## src/rtl/schedule_multi_if.sv

```systemverilog
// Shared types for the schedule stage plus the reservation-station / issue-FIFO
// bundle that connects it to its neighbours.

package schedule_multi_pkg;
    localparam int unsigned ADDR_W  = 4;
    localparam int unsigned OPT_W   = 4;
    localparam int unsigned IMM_W   = 8;
    localparam int unsigned TAG_W   = 3;
    localparam int unsigned DEST_W  = 6;

    typedef logic [ADDR_W-1:0] res_st_addr_t;

    typedef struct packed {
        logic [OPT_W-1:0] optype;
        logic [IMM_W-1:0] imm;
    } op_t;

    // qj/qk are producer tags; zero means the operand is available
    typedef struct packed {
        op_t               op;
        logic [TAG_W-1:0]  qj;
        logic [TAG_W-1:0]  qk;
        logic [DEST_W-1:0] dest;
    } res_st_cell_t;
endpackage

interface schedule_multi_if
    import schedule_multi_pkg::*;
#(
    parameter int unsigned WINDOW      = 4,
    parameter int unsigned ISSUE_WIDTH = 2,
    parameter int unsigned CNT_W       = $clog2(ISSUE_WIDTH + 1)
);
    res_st_addr_t [WINDOW-1:0]      res_st_rd_addr;
    res_st_cell_t [WINDOW-1:0]      res_st_rd_in;
    logic [CNT_W-1:0]               fifo_free;
    logic [ISSUE_WIDTH-1:0]         fifo_wr_en;
    res_st_cell_t [ISSUE_WIDTH-1:0] op_out;
    logic [CNT_W-1:0]               issue_count;

    modport master (
        output res_st_rd_addr, fifo_wr_en, op_out, issue_count,
        input  res_st_rd_in, fifo_free
    );

    modport slave (
        input  res_st_rd_addr, fifo_wr_en, op_out, issue_count,
        output res_st_rd_in, fifo_free
    );
endinterface

```

## src/rtl/schedule_multi.sv

```systemverilog
// Multi-issue select: picks up to ISSUE_WIDTH ready micro-ops from a sliding
// reservation-station window, oldest first, and slides past the issued head.

module schedule_multi
    import schedule_multi_pkg::*;
#(
    parameter int unsigned WINDOW      = 4,
    parameter int unsigned ISSUE_WIDTH = 2,
    parameter int unsigned CNT_W       = $clog2(ISSUE_WIDTH + 1)
) (
    input  logic                    clk,
    input  logic                    rst,
    input  logic                    en,
    input  logic                    flush,
    input  res_st_addr_t            flush_ptr,
    schedule_multi_if.master        bus,
    output res_st_addr_t            head_ptr
);
    localparam int unsigned H_W = $clog2(WINDOW + 1);

    res_st_addr_t      rd_ptr_q, rd_ptr_d;
    logic [WINDOW-1:0] issued_q, issued_d;

    logic [WINDOW-1:0] ready_c;
    logic [WINDOW-1:0] granted_c;
    logic [WINDOW-1:0] issued_nx_c;
    logic [CNT_W-1:0]  grant_lim_c;
    logic [CNT_W-1:0]  lane_cnt_c;
    logic [H_W-1:0]    head_adv_c;
    logic              head_stop_c;
    logic              quiet_c;

    always_ff @(posedge clk) begin
        if (rst) begin
            rd_ptr_q <= '0;
            issued_q <= '0;
        end else begin
            rd_ptr_q <= rd_ptr_d;
            issued_q <= issued_d;
        end
    end

    assign head_ptr = rd_ptr_q;

    // window read addresses wrap with the address width
    always_comb begin
        bus.res_st_rd_addr = '0;
        for (int i = 0; i < WINDOW; i++) begin
            bus.res_st_rd_addr[i] = rd_ptr_q + ADDR_W'(i);
        end
    end

    always_comb begin
        ready_c = '0;
        for (int i = 0; i < WINDOW; i++) begin
            ready_c[i] = bus.res_st_rd_in[i].op.optype[0] && !issued_q[i]
                      && (bus.res_st_rd_in[i].qj == '0)
                      && (bus.res_st_rd_in[i].qk == '0);
        end
    end

    assign quiet_c     = rst || flush || !en;
    assign grant_lim_c = (bus.fifo_free > CNT_W'(ISSUE_WIDTH)) ? CNT_W'(ISSUE_WIDTH)
                                                                : bus.fifo_free;

    // lowest-index ready slots fill lanes in order, no gaps
    always_comb begin
        granted_c       = '0;
        lane_cnt_c      = '0;
        bus.fifo_wr_en  = '0;
        bus.op_out      = '0;
        for (int i = 0; i < WINDOW; i++) begin
            if (!quiet_c && ready_c[i] && (lane_cnt_c < grant_lim_c)) begin
                granted_c[i] = 1'b1;
                for (int j = 0; j < ISSUE_WIDTH; j++) begin
                    if (lane_cnt_c == CNT_W'(j)) begin
                        bus.fifo_wr_en[j] = 1'b1;
                        bus.op_out[j]     = bus.res_st_rd_in[i];
                    end
                end
                lane_cnt_c = lane_cnt_c + CNT_W'(1);
            end
        end
        bus.issue_count = lane_cnt_c;
    end

    // count the run of issued slots at the head of the updated vector
    always_comb begin
        issued_nx_c = issued_q | granted_c;
        head_adv_c  = '0;
        head_stop_c = 1'b0;
        for (int i = 0; i < WINDOW; i++) begin
            if (!head_stop_c && issued_nx_c[i]) begin
                head_adv_c = head_adv_c + H_W'(1);
            end else begin
                head_stop_c = 1'b1;
            end
        end
    end

    always_comb begin
        rd_ptr_d = rd_ptr_q;
        issued_d = issued_q;
        if (flush) begin
            rd_ptr_d = flush_ptr;
            issued_d = '0;
        end else if (en) begin
            rd_ptr_d = rd_ptr_q + ADDR_W'(head_adv_c);
            issued_d = issued_nx_c >> head_adv_c;
        end
    end
endmodule

```

## src/flat_wrapper.sv

```systemverilog
// flat-port wrapper written by rule: the top's interface ports become plain ports
module schedule_multi_flat import schedule_multi_pkg::*;
#(
    parameter int unsigned WINDOW      = 4,
    parameter int unsigned ISSUE_WIDTH = 2,
    parameter int unsigned CNT_W       = $clog2(ISSUE_WIDTH + 1)
)
  (clk, rst, en, flush, flush_ptr, head_ptr, bus_res_st_rd_addr, bus_fifo_wr_en, bus_op_out, bus_issue_count, bus_res_st_rd_in, bus_fifo_free);
  schedule_multi_if #(.WINDOW(WINDOW), .ISSUE_WIDTH(ISSUE_WIDTH), .CNT_W(CNT_W)) bus_i ();
  input  logic clk;
  input  logic rst;
  input  logic en;
  input  logic flush;
  input  res_st_addr_t flush_ptr;
  output res_st_addr_t head_ptr;
  output wire logic [$bits(bus_i.res_st_rd_addr)-1:0] bus_res_st_rd_addr;
  output wire logic [$bits(bus_i.fifo_wr_en)-1:0] bus_fifo_wr_en;
  output wire logic [$bits(bus_i.op_out)-1:0] bus_op_out;
  output wire logic [$bits(bus_i.issue_count)-1:0] bus_issue_count;
  input wire logic [$bits(bus_i.res_st_rd_in)-1:0] bus_res_st_rd_in;
  input wire logic [$bits(bus_i.fifo_free)-1:0] bus_fifo_free;
  assign bus_res_st_rd_addr = bus_i.res_st_rd_addr;
  assign bus_fifo_wr_en = bus_i.fifo_wr_en;
  assign bus_op_out = bus_i.op_out;
  assign bus_issue_count = bus_i.issue_count;
  assign bus_i.res_st_rd_in = bus_res_st_rd_in;
  assign bus_i.fifo_free = bus_fifo_free;
  schedule_multi #(.WINDOW(WINDOW), .ISSUE_WIDTH(ISSUE_WIDTH), .CNT_W(CNT_W)) u_core (.clk(clk), .rst(rst), .en(en), .flush(flush), .flush_ptr(flush_ptr), .bus(bus_i), .head_ptr(head_ptr));
endmodule
```

## config.mk

```make
export PLATFORM = sky130hd
export DESIGN_NAME = schedule_multi_flat
export DESIGN_NICKNAME = d
export VERILOG_FILES = /design/src/rtl/schedule_multi_if.sv /design/src/rtl/schedule_multi.sv /design/src/flat_wrapper.sv
export SDC_FILE = /design/constraint.sdc
export NUM_CORES = 1
export LEC_CHECK = 0
export ABC_AREA = 1
export CELL_PAD_IN_SITES_DETAIL_PLACEMENT = 0
export CELL_PAD_IN_SITES_GLOBAL_PLACEMENT = 1
export CORE_MARGIN = 3
export CORE_UTILIZATION = 24
export CTS_CLUSTER_SIZE = 8
export DETAILED_ROUTE_END_ITERATION = 16
export GPL_TIMING_DRIVEN = 1
export PLACE_DENSITY_LB_ADDON = 0.1
export SLEW_MARGIN = 20
export SYNTH_ARGS = -nofsm -noshare
export SYNTH_HDL_FRONTEND = slang
export SYNTH_SLANG_ARGS = --single-unit
export TNS_END_PERCENT = 10
```

## constraint.sdc

```tcl
create_clock -name clk -period 9.77 [get_ports clk]
set_input_delay 0.977 -clock clk [delete_from_list [all_inputs] [get_ports clk]]
set_output_delay 0.977 -clock clk [all_outputs]
set_load 0.05 [all_outputs]
```

# After elaboration in Yosys (flattened, before gate mapping)
# Cells that the tools add are included.
dict set report classes {
  addsub 10
  n_mul 0
  n_div 0
  order_cmp 5
  eq_ne 3
  shift 1
  n_mux 37
  n_bitwise 1
  reduce_logical 46
}
# operator n
set op_table {}
lappend op_table {{2-to-1 mux 24 bit} 7}
lappend op_table {{2-to-1 mux 48 bit} 3}
lappend op_table {{zero test 3 bit} 8}
lappend op_table {{logical AND 1 bit} 23}
lappend op_table {{2-to-1 mux 1 bit} 15}
lappend op_table {{2-to-1 mux 2 bit} 7}
lappend op_table {{2-to-1 mux 3 bit} 3}
lappend op_table {{adder 4 x 2 -> 4 bit, second input constant} 2}
lappend op_table {{zero test 1 bit} 8}
lappend op_table {{2-to-1 mux 4 bit} 2}
lappend op_table {{adder 3 x 1 -> 3 bit, second input constant} 2}
lappend op_table {{zero test 2 bit} 3}
lappend op_table {{adder 1 x 1 -> 2 bit, second input constant} 2}
lappend op_table {{adder 2 x 1 -> 2 bit, second input constant} 2}
lappend op_table {{adder 4 x 1 -> 4 bit, second input constant} 1}
lappend op_table {{adder 4 x 3 -> 4 bit} 1}
lappend op_table {{== test 2 x 1 -> 1 bit, second input constant} 2}
lappend op_table {{less-than comparator 2 bit} 2}
lappend op_table {{bitwise OR 4 bit} 1}
lappend op_table {{right shift 4 x 3 -> 4 bit} 1}
lappend op_table {{greater-than comparator 2 bit, second input constant} 1}
lappend op_table {{logical OR 1 bit} 2}
lappend op_table {{less-than comparator 1 x 2 -> 1 bit} 1}
lappend op_table {{less-than comparator 1 x 2 -> 1 bit, first input constant} 1}
lappend op_table {{3 further kinds} 3}
dict set report word_totals {
  reg_bits 8
  latchBits 0
  mem_bits_rw 0
  rom_bits 0
  input_bits 106
  output_inout_bits 72
  n_memories 0
}

# Logic depth before layout (Yosys ltp)
dict set report logic_depth {
  ltp_word 28
  depth_mapped 33
  depth_no_buf 32
}

# Worst setup path before layout
# No wires, ideal clock.
dict set report synth_path {
  path_type {input port to output port}
  startpoint {in rst}
  endpoint {out bus_issue_count[1]}
  arrival_time_ps 4694
  setup_slack_ps 4099
  stages 24
  path_buffers 3
  cell_sequence {inv_1 nand3_4 nor2_2 nand2_4 inv_2 buf_2 buf_2 ha_1 inv_2 nand2_2 inv_1 o21ai_0 nand2_1 nand2_2 inv_1 nand2_2 buf_2 nand2_1 inv_1 ha_1 nand2_2 nand2_2 inv_4 o21ai_0}
}
dict set report synth_via {
  elab_chain_len 15
  word_cells_on_any_way 21
  classes_between {add/sub (3); order compare (3); mux (4); reduce/logical (11)}
}
# item line_no
set synth_lines {}
lappend synth_lines {{start, declared} flat_wrapper.sv:11} ;# input logic rst;
lappend synth_lines {{logical OR 1 bit (*) (2 in a row)} schedule_multi.sv:62} ;# assign quiet_c = rst || flush || !en;
lappend synth_lines {{zero test 1 bit (*)} schedule_multi.sv:73} ;# if (!quiet_c && ready_c[i] && (lane_cnt_c < grant_lim_c)) begin
lappend synth_lines {{logical AND 1 bit (2 in a row)} schedule_multi.sv:73}
lappend synth_lines {{2-to-1 mux 1 bit} schedule_multi.sv:73}
lappend synth_lines {{less-than comparator 1 x 2 -> 1 bit} schedule_multi.sv:73}
lappend synth_lines {{logical AND 1 bit} schedule_multi.sv:73}
lappend synth_lines {{2-to-1 mux 2 bit} schedule_multi.sv:73}
lappend synth_lines {{less-than comparator 2 bit} schedule_multi.sv:73}
lappend synth_lines {{logical AND 1 bit} schedule_multi.sv:73}
lappend synth_lines {{2-to-1 mux 2 bit} schedule_multi.sv:73}
lappend synth_lines {{less-than comparator 2 bit} schedule_multi.sv:73}
lappend synth_lines {{logical AND 1 bit} schedule_multi.sv:73}
lappend synth_lines {{2-to-1 mux 2 bit (*)} schedule_multi.sv:73}
lappend synth_lines {{end, declared} flat_wrapper.sv:19} ;# output wire logic [$bits(bus_i.issue_count)-1:0] bus_issue_count;
# Every way passes the cells marked *; elsewhere a longest branch is shown, timed or not.

# Worst setup path in the final report
dict set report layout_path {
  startpoint {in flush}
  endpoint {out bus_op_out[23]}
}
dict set report layout_via {
  elab_chain_len 15
  word_cells_on_any_way 29
  classes_between {add/sub (2); order compare (3); mux (10); reduce/logical (14)}
}
# item line_no
set layout_lines {}
lappend layout_lines {{start, declared} flat_wrapper.sv:13} ;# input logic flush;
lappend layout_lines {{logical OR 1 bit (*) (2 in a row)} schedule_multi.sv:62}
lappend layout_lines {{zero test 1 bit (*)} schedule_multi.sv:73}
lappend layout_lines {{logical AND 1 bit (2 in a row)} schedule_multi.sv:73}
lappend layout_lines {{2-to-1 mux 1 bit} schedule_multi.sv:73}
lappend layout_lines {{less-than comparator 1 x 2 -> 1 bit} schedule_multi.sv:73}
lappend layout_lines {{logical AND 1 bit} schedule_multi.sv:73}
lappend layout_lines {{2-to-1 mux 2 bit} schedule_multi.sv:73}
lappend layout_lines {{less-than comparator 2 bit} schedule_multi.sv:73}
lappend layout_lines {{logical AND 1 bit} schedule_multi.sv:73}
lappend layout_lines {{2-to-1 mux 2 bit} schedule_multi.sv:73}
lappend layout_lines {{less-than comparator 2 bit / zero test 2 bit (equally long branches)} {schedule_multi.sv:73, schedule_multi.sv:76}}
lappend layout_lines {{logical AND 1 bit / 2-to-1 mux 24 bit (equally long branches)} {schedule_multi.sv:73, schedule_multi.sv:76}}
lappend layout_lines {{2-to-1 mux 48 bit (*)} schedule_multi.sv:73}
lappend layout_lines {{end, declared} flat_wrapper.sv:18} ;# output wire logic [$bits(bus_i.op_out)-1:0] bus_op_out;
# Marked as above.

==> impl_metrics.ini <==
[status]
status = complete, no violations

[logic_synthesis]
syn_area_um2 = 2520
netlist_instances = 434
synth_area_per_cell_um2 = 5.81
netlist_top_cells_area = nand2_1 13%, inv_1 11%, nand3_1 9.7%
yosysUniqueCellTypes = 37
synth_edf_count = 0
ys_seq_elements = 8
yosysTopAreaCellShare = 0.132
seq_area_frac_synth = 0.0635
yosysWarnings = 0
async_reset_ff_frac = 0
yosysTopAreaCell = nand2_1
ys.flop_type = dfxtp_1

[floorplanning]
io_pins = 178
die_x_um = 109
fp.dieH_um = 109
fp-row-count = 36
core_area_um2 = 10000
start_util = 0.252
die_area_um2 = 11800

[grt]
grt_max_degree = 38
grtUsageMet3 = 0.0197
grt_overflow_total = 0
use_met2 = 0.280
grt_pass1_vias = 3132
grt_first_pass_wirelength_mm = 15.4
antenna_found_initial = 0
gr-usage-met1 = 0.215
grt.busiest_layer = met2
grt_use_total = 0.161

[detailed_routing]
drtPass1Iterations = 6
drc = 0
vias_per_cell = 4.46
dr_total_vias = 3170
ant_nets = 0
drt-wirelength-per-cell_um = 13.5
routed_wl_mm = 9.62
drt_iter0_drc = 97

[clock_tree]
ctsLongestPathBuffers = 2
cts_tree = done
htree_levels = 1
clk_pin_slew_ns = 0.04
clock_latency_ns = 0.23
clockRootBuffer = clkbuf_8
cts_resized = 0
numClockSinks = 8
cts_setup_buffers = 0
holdBufCountCts = 0
cts_inserted_buffers = 3

[placement]
place.gp.congestion = 0.792
dp_worst_setup_slack_ns = 1.84
place.detailed.hpwl_mm = 7.70
io_buffers = 165

[power_and_ir_drop]
pwr-share-seq = 0.195
clkPwrFrac = 0.222
power.leakage_nw = 2.07
swShare = 0.389
combinationalPowerShare = 0.583
ir_drop_mv = 0.0315
power_density_nw_per_um2 = 44.4
p_sw_mw = 0.0722
internal-power_mw = 0.114

[setup_path]
cp-end-kind = output pin
crit_arrival_ns = 6.87
crit_fanout = 37
r2r_start = u_core.issued_q[0]
worstSetupPathType = input pin to output pin
worst_r2r_path_depth = 27
regToRegSetupSlack_ns = 4.55
start_kind = input pin
crit_required_ns = 8.79
r2r_end = u_core.head_ptr[2]

[timing]
worst_slack_ns = 1.92
relSlewSlack = 0.532
hold_ws_ns = 0.464
max_freq_mhz = 127
tightest_slew_ns = 0.699
setup_viol = 0
fin_crit_ns = 7.85
clock_skew_ns = 0.00163
rsz0062_at_grt = false
setup_tns_ns = 0
fin_crit_sh = 0.804
slew_violations = 0
hold_violations = 0

[layout]
diodes = 0
drive_gt1_frac = 0.0848
fin_util = 0.419
syn2layout_area_growth_pct = 66.1
fin_nets = 702

[worst_hold_path]
min-delay-start = u_core.issued_q[1]
min_to = u_core.issued_q[1]
hold_path_class = flip-flop to flip-flop
hold_depth = 2

[run]
drv_cap = 0
## Yosys cell counts, types with 2 or more instances
cell	n
inv_1	73
o211ai_1	30
nand2_4	3
xor2_1	6
mux2_4	6
nand4_1	3
nand3_1	49
nor3_1	2
o21ai_0	28
inv_2	8
nand2_2	14
clkbuf_1	4
dfxtp_1	8
nand2_1	89
a21oi_1	8
o21ai_1	12
inv_4	2
a31oi_1	2
nor2_2	3
nor2_1	22
buf_4	21
nor2_4	3
buf_6	2
buf_2	7
nand3_2	3
ha_1	15
## power by group through the flow
| stage | Clock (mW) | Combinational (mW) | Sequential (mW) |
|---|---|---|---|
| 2_1_floorplan | 0 | 0.0509 | 0.0394 |
| 3_3_place_gp | 0 | 0.108 | 0.0369 |
| 3_5_place_dp | 0 | 0.108 | 0.0370 |
| 4_1_cts | 0.0425 | 0.109 | 0.0364 |
| 5_1_grt | 0.0436 | 0.116 | 0.0367 |
| 6_report | 0.0413 | 0.108 | 0.0362 |
## sequential cells by signal (all words and copies together) (netlist names)
register,cells
u_core.issued_q,4
u_core.head_ptr,4
## worst max-delay path, cell delays in order
cell	delay [ns]
clkdlybuf4s50_1	0.53
inv_2	0.13
nand3_4	0.13
nor2_2	0.17
nand2_4	0.18
inv_2	0.50
ha_1	0.36
inv_2	0.11
nand2_2	0.06
inv_1	0.05
o21ai_0	0.06
nand2_1	0.08
nand2_2	0.08
inv_1	0.12
nand2_2	0.41
nand2_1	0.30
inv_1	0.07
ha_1	0.17
or3_1	0.30
nor3_1	0.22
nand2_2	0.13
inv_4	0.09
nand2_2	0.36
o211ai_1	0.21
o21ai_0	0.13
inv_1	0.10
clkdlybuf4s50_1	0.80
## cell type report
cell class,instances,area [um^2]
fill,1072,5810
multi-input combinational,319,1850
timing repair buffer,165,1650
inverter,83,317
tap,133,166
sequential,8,160
clock buffer,3,41.3
## how the worst max path moves through the flow
stage / start / end / slack, ns / cells past startpoint
finish: flush / bus_op_out[23] / 1.92 / 27
global route: flush / bus_op_out[23] / 1.19 / 27
CTS: flush / bus_op_out[23] / 1.82 / 27
detailed placement: flush / bus_op_out[23] / 1.84 / 27
global placement: en / bus_op_out[19] / 2.03 / 26
floorplan: rst / bus_issue_count[1] / 4.10 / 24
## cells in the final DEF, fill, tap and decap left out, types with 8 or more instances in the layout
cell type	count
a21oi_1	8
clkdlybuf4s50_1	165
conb_1	12
dfxtp_1	8
ha_1	15
inv_1	73
inv_2	8
nand2_1	89
nand2_2	14
nand3_1	49
nor2_1	22
o211ai_1	30
o21ai_0	28
o21ai_1	12
## per-stage QoR
step	instances	power (mW)	instance area, um^2
after CTS	711	0.188	4190
after global placement	708	0.145	4150
after detailed placement	708	0.145	4150
after global routing	711	0.196	4190
final	711	0.186	4190
after floorplan	445	0.0902	2560
## kinds of logic after synthesis
family / Yosys count / share of synthesized area
AO/OA/AOI/OAI: 80 / 0.189
XOR/XNOR: 7 / 0.0243
adder cells (fa/ha/maj): 16 / 0.0823
buffers and inverters: 118 / 0.218
flip-flops: 8 / 0.0635
multiplexers: 6 / 0.0357
other: 1 / 0.00149
AND/OR/NAND/NOR: 198 / 0.385
## metal layers
layer	vias to the layer above	share of wire
met2	112	0.47
met4	0	0.0081
met1	1388	0.46
met5	-	0
li1	1664	-
met3	6	0.058
(Power assumes the default switching activity.)
